File: src/rtl/instr_stream_decoder_pkg.sv
// TPU ISA definitions shared by the instruction stream decoder and its record FIFO.
// Opcode map, instruction classes and the decoded record layout.
package tpu_isa_pkg;

    localparam logic [7:0] OP_NOP  = 8'h00;
    localparam logic [7:0] OP_HALT = 8'h3F;

    // Records carry up to eight operand bytes; narrower builds leave the top bytes zero.
    localparam int MAX_OPERAND_BYTES = 8;

    typedef enum logic [2:0] {
        CLS_NOP     = 3'd0,
        CLS_MEM     = 3'd1,
        CLS_MATRIX  = 3'd2,
        CLS_ACT     = 3'd3,
        CLS_POOL    = 3'd4,
        CLS_NORM    = 3'd5,
        CLS_CTRL    = 3'd6,
        CLS_ILLEGAL = 3'd7
    } instr_class_t;

    typedef struct packed {
        logic [7:0]                       opcode;
        instr_class_t                     cls;
        logic [8*MAX_OPERAND_BYTES-1:0]   operand;
        logic                             illegal;
    } decoded_instr_t;

    function automatic instr_class_t classify(input logic [7:0] op);
        instr_class_t c;
        if (op == OP_NOP)                         c = CLS_NOP;
        else if (op >= 8'h01 && op <= 8'h05)      c = CLS_MEM;
        else if (op >= 8'h10 && op <= 8'h12)      c = CLS_MATRIX;
        else if (op >= 8'h18 && op <= 8'h1B)      c = CLS_ACT;
        else if (op >= 8'h20 && op <= 8'h21)      c = CLS_POOL;
        else if (op >= 8'h22 && op <= 8'h23)      c = CLS_NORM;
        else if (op == 8'h30 || op == 8'h31 || op == OP_HALT) c = CLS_CTRL;
        else                                      c = CLS_ILLEGAL;
        return c;
    endfunction

    function automatic logic needs_operands(input logic [7:0] op);
        return (op == 8'h03) || (op == 8'h04) || (op == 8'h05) || (op == 8'h31);
    endfunction

endpackage

File: src/rtl/instr_stream_decoder_fifo.sv
// First-word-fall-through FIFO of decoded instruction records with occupancy count.
// Head is read straight from storage, so a push is visible the following cycle.
module decoded_instr_fifo
    import tpu_isa_pkg::*;
#(
    parameter int DEPTH = 4
) (
    input  logic                      clk,
    input  logic                      rst,
    input  logic                      push,
    input  decoded_instr_t            push_data,
    input  logic                      pop,
    output decoded_instr_t            head,
    output logic                      valid,
    output logic [$clog2(DEPTH):0]    count
);

    localparam int AW = $clog2(DEPTH);
    localparam logic [AW:0] FULL = (AW+1)'(DEPTH);

    decoded_instr_t mem [DEPTH];
    logic [AW-1:0]  wr_ptr;
    logic [AW-1:0]  rd_ptr;
    logic           do_push;
    logic           do_pop;

    assign do_push = push && (count != FULL);
    assign do_pop  = pop && (count != '0);

    always_ff @(posedge clk) begin
        if (rst) begin
            wr_ptr <= '0;
            rd_ptr <= '0;
            count  <= '0;
            for (int i = 0; i < DEPTH; i++) mem[i] <= '0;
        end else begin
            if (do_push) begin
                mem[wr_ptr] <= push_data;
                wr_ptr      <= wr_ptr + 1'b1;
            end
            if (do_pop) rd_ptr <= rd_ptr + 1'b1;
            case ({do_push, do_pop})
                2'b10:   count <= count + 1'b1;
                2'b01:   count <= count - 1'b1;
                default: count <= count;
            endcase
        end
    end

    assign head  = mem[rd_ptr];
    assign valid = (count != '0);

endmodule

File: src/rtl/instr_stream_decoder.sv
// Assembles opcode + operand bytes from the host stream into decoded records for the TPU controller.
// Optional mid-operand idle timeout is built when DEC_TIMEOUT_EN is defined.
//
// state   | meaning
// IDLE    | waiting for an opcode byte
// COLLECT | gathering OPERAND_BYTES operand bytes for the latched opcode
module instr_stream_decoder
    import tpu_isa_pkg::*;
#(
    parameter int BYTE_W         = 8,
    parameter int OPERAND_BYTES  = 4,
    parameter int FIFO_DEPTH     = 4,
    parameter int TIMEOUT_CYCLES = 1024
) (
    input  logic                          clk,
    input  logic                          rst,
    input  logic                          in_valid,
    output logic                          in_ready,
    input  logic [BYTE_W-1:0]             in_byte,
    input  logic                          resume,
    output logic                          out_valid,
    input  logic                          out_ready,
    output logic [BYTE_W-1:0]             out_opcode,
    output logic [2:0]                    out_class,
    output logic [8*OPERAND_BYTES-1:0]    out_operand,
    output logic                          out_illegal,
    output logic [$clog2(FIFO_DEPTH):0]   fifo_count,
    output logic                          halted,
    output logic                          busy,
    output logic                          err_timeout
);

    localparam int OPW   = 8*OPERAND_BYTES;
    localparam int CNT_W = (OPERAND_BYTES > 1) ? $clog2(OPERAND_BYTES) : 1;
    localparam int FCW   = $clog2(FIFO_DEPTH) + 1;
    localparam logic [CNT_W-1:0] LAST_CNT  = CNT_W'(OPERAND_BYTES - 1);
    localparam logic [FCW-1:0]   FIFO_FULL = FCW'(FIFO_DEPTH);

    typedef enum logic {S_IDLE, S_COLLECT} state_t;

    state_t             state;
    state_t             state_next;
    logic [7:0]         byte8;
    logic [7:0]         opcode_q;
    logic [OPW-1:0]     operand_q;
    logic [OPW-1:0]     operand_next;
    logic [CNT_W-1:0]   cnt_q;
    logic               accept;
    logic               push;
    logic               start_collect;
    logic               halt_set;
    logic               timeout_hit;
    decoded_instr_t     push_rec;
    decoded_instr_t     head_rec;

    assign byte8    = 8'(in_byte);
    assign in_ready = !halted && (fifo_count < FIFO_FULL);
    assign accept   = in_valid && in_ready;
    assign busy     = (state == S_COLLECT);

    always_ff @(posedge clk) begin
        if (rst) state <= S_IDLE;
        else     state <= state_next;
    end

    always_comb begin
        state_next = state;
        case (state)
            S_IDLE: begin
                if (accept && needs_operands(byte8)) state_next = S_COLLECT;
            end
            S_COLLECT: begin
                if (accept && cnt_q == LAST_CNT) state_next = S_IDLE;
                else if (timeout_hit)            state_next = S_IDLE;
            end
            default: state_next = S_IDLE;
        endcase
    end

    always_comb begin
        push          = 1'b0;
        start_collect = 1'b0;
        halt_set      = 1'b0;
        push_rec      = '0;
        operand_next  = operand_q;
        for (int i = 0; i < OPERAND_BYTES; i++) begin
            if (cnt_q == CNT_W'(i)) operand_next[8*i +: 8] = byte8;
        end
        case (state)
            S_IDLE: begin
                if (accept) begin
                    if (needs_operands(byte8)) begin
                        start_collect = 1'b1;
                    end else if (byte8 != OP_NOP) begin
                        push             = 1'b1;
                        push_rec.opcode  = byte8;
                        push_rec.cls     = classify(byte8);
                        push_rec.illegal = (classify(byte8) == CLS_ILLEGAL);
                        halt_set         = (byte8 == OP_HALT);
                    end
                end
            end
            S_COLLECT: begin
                if (accept && cnt_q == LAST_CNT) begin
                    push             = 1'b1;
                    push_rec.opcode  = opcode_q;
                    push_rec.cls     = classify(opcode_q);
                    push_rec.operand = (8*MAX_OPERAND_BYTES)'(operand_next);
                end
            end
            default: ;
        endcase
    end

    always_ff @(posedge clk) begin
        if (rst) begin
            opcode_q  <= '0;
            operand_q <= '0;
            cnt_q     <= '0;
            halted    <= 1'b0;
        end else begin
            if (start_collect) begin
                opcode_q  <= byte8;
                operand_q <= '0;
                cnt_q     <= '0;
            end else if (state == S_COLLECT && accept) begin
                operand_q <= operand_next;
                cnt_q     <= cnt_q + 1'b1;
            end
            if (halt_set)            halted <= 1'b1;
            else if (halted && resume) halted <= 1'b0;
        end
    end

`ifdef DEC_TIMEOUT_EN
    localparam int IDLE_W = $clog2(TIMEOUT_CYCLES + 1);
    localparam logic [IDLE_W-1:0] IDLE_LOAD = IDLE_W'(TIMEOUT_CYCLES - 1);

    logic [IDLE_W-1:0] idle_cnt_q;
    logic              err_timeout_q;

    // Down-counter reloads on every accepted byte; a full-FIFO stall keeps in_valid high so it never counts.
    always_ff @(posedge clk) begin
        if (rst) begin
            idle_cnt_q    <= IDLE_LOAD;
            err_timeout_q <= 1'b0;
        end else begin
            err_timeout_q <= timeout_hit;
            if (state != S_COLLECT || accept)     idle_cnt_q <= IDLE_LOAD;
            else if (!in_valid && idle_cnt_q != '0) idle_cnt_q <= idle_cnt_q - 1'b1;
        end
    end

    assign timeout_hit = (state == S_COLLECT) && !in_valid && (idle_cnt_q == '0);
    assign err_timeout = err_timeout_q;
`else
    assign timeout_hit = 1'b0;
    assign err_timeout = 1'b0;
`endif

    decoded_instr_fifo #(
        .DEPTH (FIFO_DEPTH)
    ) u_fifo (
        .clk       (clk),
        .rst       (rst),
        .push      (push),
        .push_data (push_rec),
        .pop       (out_valid && out_ready),
        .head      (head_rec),
        .valid     (out_valid),
        .count     (fifo_count)
    );

    assign out_opcode  = BYTE_W'(head_rec.opcode);
    assign out_class   = head_rec.cls;
    assign out_operand = head_rec.operand[OPW-1:0];
    assign out_illegal = head_rec.illegal;

    generate
        if (OPW < 8*MAX_OPERAND_BYTES) begin : g_hi
            logic unused_operand_hi;
            assign unused_operand_hi = ^head_rec.operand[8*MAX_OPERAND_BYTES-1:OPW];
        end
    endgenerate

endmodule

File: config.mk
export PLATFORM = sky130hd
export DESIGN_NAME = instr_stream_decoder
export DESIGN_NICKNAME = d
export VERILOG_FILES = /design/src/rtl/instr_stream_decoder_pkg.sv /design/src/rtl/instr_stream_decoder_fifo.sv /design/src/rtl/instr_stream_decoder.sv
export SDC_FILE = /design/constraint.sdc
export NUM_CORES = 1
export LEC_CHECK = 0
export CAP_MARGIN = 0
export CORE_MARGIN = 2
export CORE_UTILIZATION = 45
export DETAILED_ROUTE_END_ITERATION = 10
export DONT_BUFFER_PORTS = 1
export GPL_ROUTABILITY_DRIVEN = 0
export PLACE_DENSITY = 0.59
export SYNTH_ARGS = -nofsm -noshare
export SYNTH_HDL_FRONTEND = slang
export SYNTH_SLANG_ARGS = --single-unit
File: constraint.sdc
create_clock -name clk -period 3.2 [get_ports clk]
set_clock_uncertainty 0.05 [all_clocks]
set_input_delay 0.48 -clock clk [delete_from_list [all_inputs] [get_ports clk]]
set_output_delay 0.48 -clock clk [all_outputs]
set_load 0.005 [all_outputs]
# Yosys cells after proc, flatten, opt, wreduce, memory -nomap -nowiden
# Memory sizes are Yosys's and may differ from the RTL's. A register that Yosys moved wholly into a read port is not among the register bits.
# Cells that the tools add are included.
[totals] register_bits=51 ram_bits=304 input_bits=13 memories=1 wordCells=148 out_inout_bits=52
[mem_list] name="u_fifo.mem" depth=4 width=76 read_ports=1 rd_clocked_by_memory_dff=1 wr=4 line="instr_stream_decoder_fifo.sv:21" source="decoded_instr_t mem [DEPTH];"
[classes] n_eq_ne=16 bitwise=1 n_lt_le_gt_ge=21 addsub=5 n_mux=60 reduce_logical=36
[ops] operator="two-way mux 76 bit" n=1
[ops] operator="OR reduction 76 bit" n=1
[ops] operator="two-way mux 75 bit" n=1
[ops] operator="two-way mux 64 bit" n=1
[ops] operator="== test 8 x 6 -> 1 bit (second input constant)" n=6
[ops] operator="two-way mux 3 bit" n=15
[ops] operator="two-way mux 11 bit" n=3
[ops] operator="greater-or-equal comparator 8 x 5 -> 1 bit (second input constant)" n=4
[ops] operator="greater-or-equal comparator 8 x 6 -> 1 bit (second input constant)" n=4
[ops] operator="<= comparator 8 x 5 -> 1 bit (second input constant)" n=4
[ops] operator="<= comparator 8 x 6 -> 1 bit (second input constant)" n=4
[ops] operator="two-way mux 8 bit" n=4
[ops] operator="two-way mux 1 bit" n=27
[ops] operator="one-hot mux 11 bit (2 select lines)" n=1
[ops] operator="logical AND 1 bit" n=19
[ops] operator="== test 8 x 3 -> 1 bit (second input constant)" n=2
[ops] operator="greater-or-equal comparator 8 x 1 -> 1 bit (second input constant)" n=2
[ops] operator="<= comparator 8 x 3 -> 1 bit (second input constant)" n=2
[ops] operator="zero test 8 bit" n=2
[ops] operator="== test 8 x 2 -> 1 bit (second input constant)" n=1
[ops] operator="two-way mux 2 bit" n=4
[ops] operator="nonzero test 8 bit" n=1
[ops] operator="logical OR 1 bit" n=7
[ops] operator="adder 2 x 1 -> 2 bit (second input constant)" n=3
[ops] operator="other kinds (15)" n=20

# Depth between registers and ports, before layout
[depth] word_depth=20 depth_mapped=12 ltp_nobuf=10

# Modules after synthesis
# Synthesis repeated with hierarchy kept, for this count alone.
[hier_totals] cells_unflattened=1092 hier_area_um2=15992.8
[by_module_without_submodules] mod="decoded_instr_fifo" area_each_um2=13594.3 n_inst=1 seq_area_each_um2=9308.9 cells_per_inst=785
[by_module_without_submodules] mod="instr_stream_decoder" area_each_um2=2398.6 n_inst=1 seq_area_each_um2=720.7 cells_per_inst=307

# Least setup slack after synthesis
# OpenSTA, ideal clock, no wires.
[synth_timing] kind="input to register" startpoint="input in_byte[7]" endpoint="memory u_fifo.mem[0][0] in the netlist's numbering, enable pin" cell_stages=8 n_path_buf=3 arrival_ps=2550 setup_slack_ps=43 setup_time_ps=557 required_time_ps=2593 path_cell_list="buf_2 -> or3b_4 -> o31ai_4 -> a21oi_2 -> buf_6 -> a21oi_2 -> buf_4 -> nand2_1"
[synth_rtl] item="start: declaration" line="instr_stream_decoder.sv:19" source="input logic [BYTE_W-1:0] in_byte,"
[synth_rtl] item="end: declaration" line="instr_stream_decoder_fifo.sv:21"

==> results.yml <==
floorplan:
  initial_core_util_pct: 46.1
  die_x_um: 151
  die_height_um: 151
  placementRows: 53
  ios: 65
  design.core.area_mm2: 0.0212
  die_area_mm2: 0.0229
layout:
  final_common_cell: "nor2_1"
  layout.nets: 741
  num-fill-cells: 1793
  syn_to_final_growth_pct: 10.8
  num_antenna_cells: 0
  drive_gt1_share_pct: 16.5
  layout_common_cells: "nor2_1, edfxtp_1, mux4_2, dfxtp_1, mux2i_1"
cts:
  clock-root-buffer: "clkbuf_16"
  numClockSinks: 221
  cts_tree: "done"
  cts-htree-levels: 1
  clock_path_buffers: 3
  clk_pin_slew_ps: 60
  worstSkewPairLatency_ps: 520
  numCtsBuffers: 24
drt:
  dr.pass1.iters: 5
  first_iter_violations: 525
  wire_per_inst_um: 22.9
  routed_wl_um: 23200
  vias_per_cell: 5.77
  drc: 0
  num_vias: 5858
  ant_nets: 0
sta:
  slew_headroom_pct: 51.2
  period_minus_slack_ps: 2820
  hold_violations: 0
  max_clock_freq_mhz: 355
  min_period_over_period_pct: 88.0
  drv_slew: 0
  setup_violations: 0
  rsz0062_at_grt: "false"
  fin_setup_tns_ps: 0
  worst_pin_slew_ps: 711
logic_synthesis:
  ys_seq_elements: 221
  syn_inst: 735
  async_flop_share_pct: 0
  yosysUniqueCellTypes: 56
  synth.cell_area_mm2: 0.00975
  synth_edf_count: 176
  synth_area_per_cell_um2: 13.3
  synth_top_flop_cell: "edfxtp_1"
  seq_area_frac_synth_pct: 63.4
  yosysWarnings: 0
  synth_nets: 754
setup_path:
  path_max_fanout: 32
  end_kind: "flop"
  r2r_cells: 6
  worst-setup-path-type: "reg -> reg"
  start_kind: "flop"
  cp.arrival_ps: 2950
  cpPeakStageDelay_ps: 570
  cp_cell_sequence: "nor4b_2 -> o31ai_4 -> a21oi_2 -> o21a_1 -> a21o_2 -> buf_12"
  cpMaxStageDelayCell: "a21oi_2"
  critPathRequiredTime_ps: 3340
power_and_ir_drop:
  p_int_mw: 5.37
  switching_share_pct: 26.2
  p_per_area_mw_per_mm2: 674
  ir_drop_mv: 0.653
  pwr-share-seq_pct: 47.1
  clockPowerShare_pct: 36.3
  p_leak_nw: 3.74
  p_comb_share_pct: 16.6
  power.total_mw: 7.28
  p_sw_mw: 1.91
worst_hold_path:
  hold_path.class: "in -> reg"
  hold_depth: 2
global_routing:
  antenna_found_initial: 0
  grt_use_total_pct: 20.9
  grt-ovfl-total: 0
  grt_pass1_wl_um: 35300
  grt_pass1_vias: 5891
  grt_max_degree: 53
placed_design:
  portBuffers: 0
  dp_hpwl_um: 14500
job:
  drv_cap: 0
status:
  status: "finished, final reports clean"
metrics by stage:
step / hold WS, ps / area, um^2 / setup slack, ps / instances / util, %
2_1_floorplan: 421 / 9750 / 42.9 / 735 / -
3_3_place_gp: 429 / 10000 / 341 / 970 / 47.5
3_5_place_dp: 433 / 10000 / 323 / 970 / 47.5
4_1_cts: 55.3 / 10800 / 372 / 1015 / 51.1
5_1_grt: 62.9 / 10800 / 230 / 1015 / 51.1
6_report: 68.5 / 10800 / 384 / 1015 / 51.1
sequential cells by signal (all words and copies together), names as in the netlist, named ones only:
signal / cells
operand_q: 24
busy: 1
opcode_q: 8
halted: 1
u_fifo.count: 3
u_fifo.mem: 176
u_fifo.rd_ptr: 2
u_fifo.wr_ptr: 2
cnt_q: 2
kinds of logic (layout without fill, tap and decap cells):
group / Yosys count / in the layout / share of synthesized area (%)
AND/OR/NAND/NOR: 289 / 289 / 13.4
multiplexers: 72 / 72 / 13.0
buffers and inverters: 71 / 76 / 3.30
flip-flops: 221 / 221 / 63.4
XOR/XNOR: 6 / 6 / 0.539
adder cells (fa/ha/maj): 6 / 6 / 0.847
other: 1 / 1 / 0.0385
AO/OA/AOI/OAI: 69 / 69 / 5.42
metal layers:
layer	track usage [%]	part of all wire [%]	vias up
li1	-	-	2659
met1	28.9	43	2924
met2	33.1	47	224
met3	4.94	7.3	51
met4	6.54	2.9	0
met5	0	0	-
synth_stat cells (7+ instances only):
cell type,number,share of area [%]
a22oi_1,8,0.62
buf_4,9,0.69
mux2i_1,28,2.9
edfxtp_1,176,54
dfxtp_1,45,9.2
and3_1,10,0.64
nor2_1,195,7.5
a21oi_1,10,0.51
nor3_1,10,0.51
inv_1,10,0.39
a211oi_1,26,2.0
buf_2,11,0.56
clkbuf_1,33,1.3
buf_1,7,0.27
mux4_2,44,10
nand2_1,13,0.50
and2_1,26,1.7
repair_timing:
action | in CTS | in global routing
buffers inserted | 0 | 0
hold buffers | 1 | 0
gates resized for setup | 0 | 0
hold endpoints to repair | 14 | 0
critical path, delay by kind of cell, from the launching register on:
| family | cells | cell delay, ps |
|---|---|---|
| and+or+nand+nor | 1 | 450 |
| DFF | 1 | 360 |
| buffers and inverters | 1 | 300 |
| AOI/OAI and AO/OA | 4 | 1310 |
final timing paths:
kind                                                 start                           to  slack (ps)
worst max-delay path                   halted$_SDFFE_PP0P_  u_fifo.mem[3][29]$_DFFE_PP_         380
worst min-delay path                            in_byte[1]     opcode_q[1]$_SDFFE_PP0P_          70
worst max register to register         halted$_SDFFE_PP0P_  u_fifo.mem[3][29]$_DFFE_PP_         380
worst min register to register  operand_q[16]$_SDFFE_PP0P_   operand_q[16]$_SDFFE_PP0P_         440
power by group through the flow:
stage,logic (mW),clock network [mW],registers [mW]
2_1_floorplan,0.957,0,3.44
3_3_place_gp,1.23,0,3.48
3_5_place_dp,1.24,0,3.49
4_1_cts,1.24,2.69,3.43
5_1_grt,1.32,2.79,3.45
6_report,1.21,2.64,3.43
final cells by class:
class / count / area [um^2] / share of cell area, %
clock inverters: 14 / 109 / 1.01
repair buffers: 22 / 230 / 2.13
clock buffers: 30 / 644 / 5.96
multi-input cells: 443 / 3250 / 30.1
inverters: 10 / 37.5 / 0.347
well taps: 275 / 344 / 3.18
flip-flops and latches: 221 / 6190 / 57.3
Note: power is estimated with default switching activity, not from simulation.
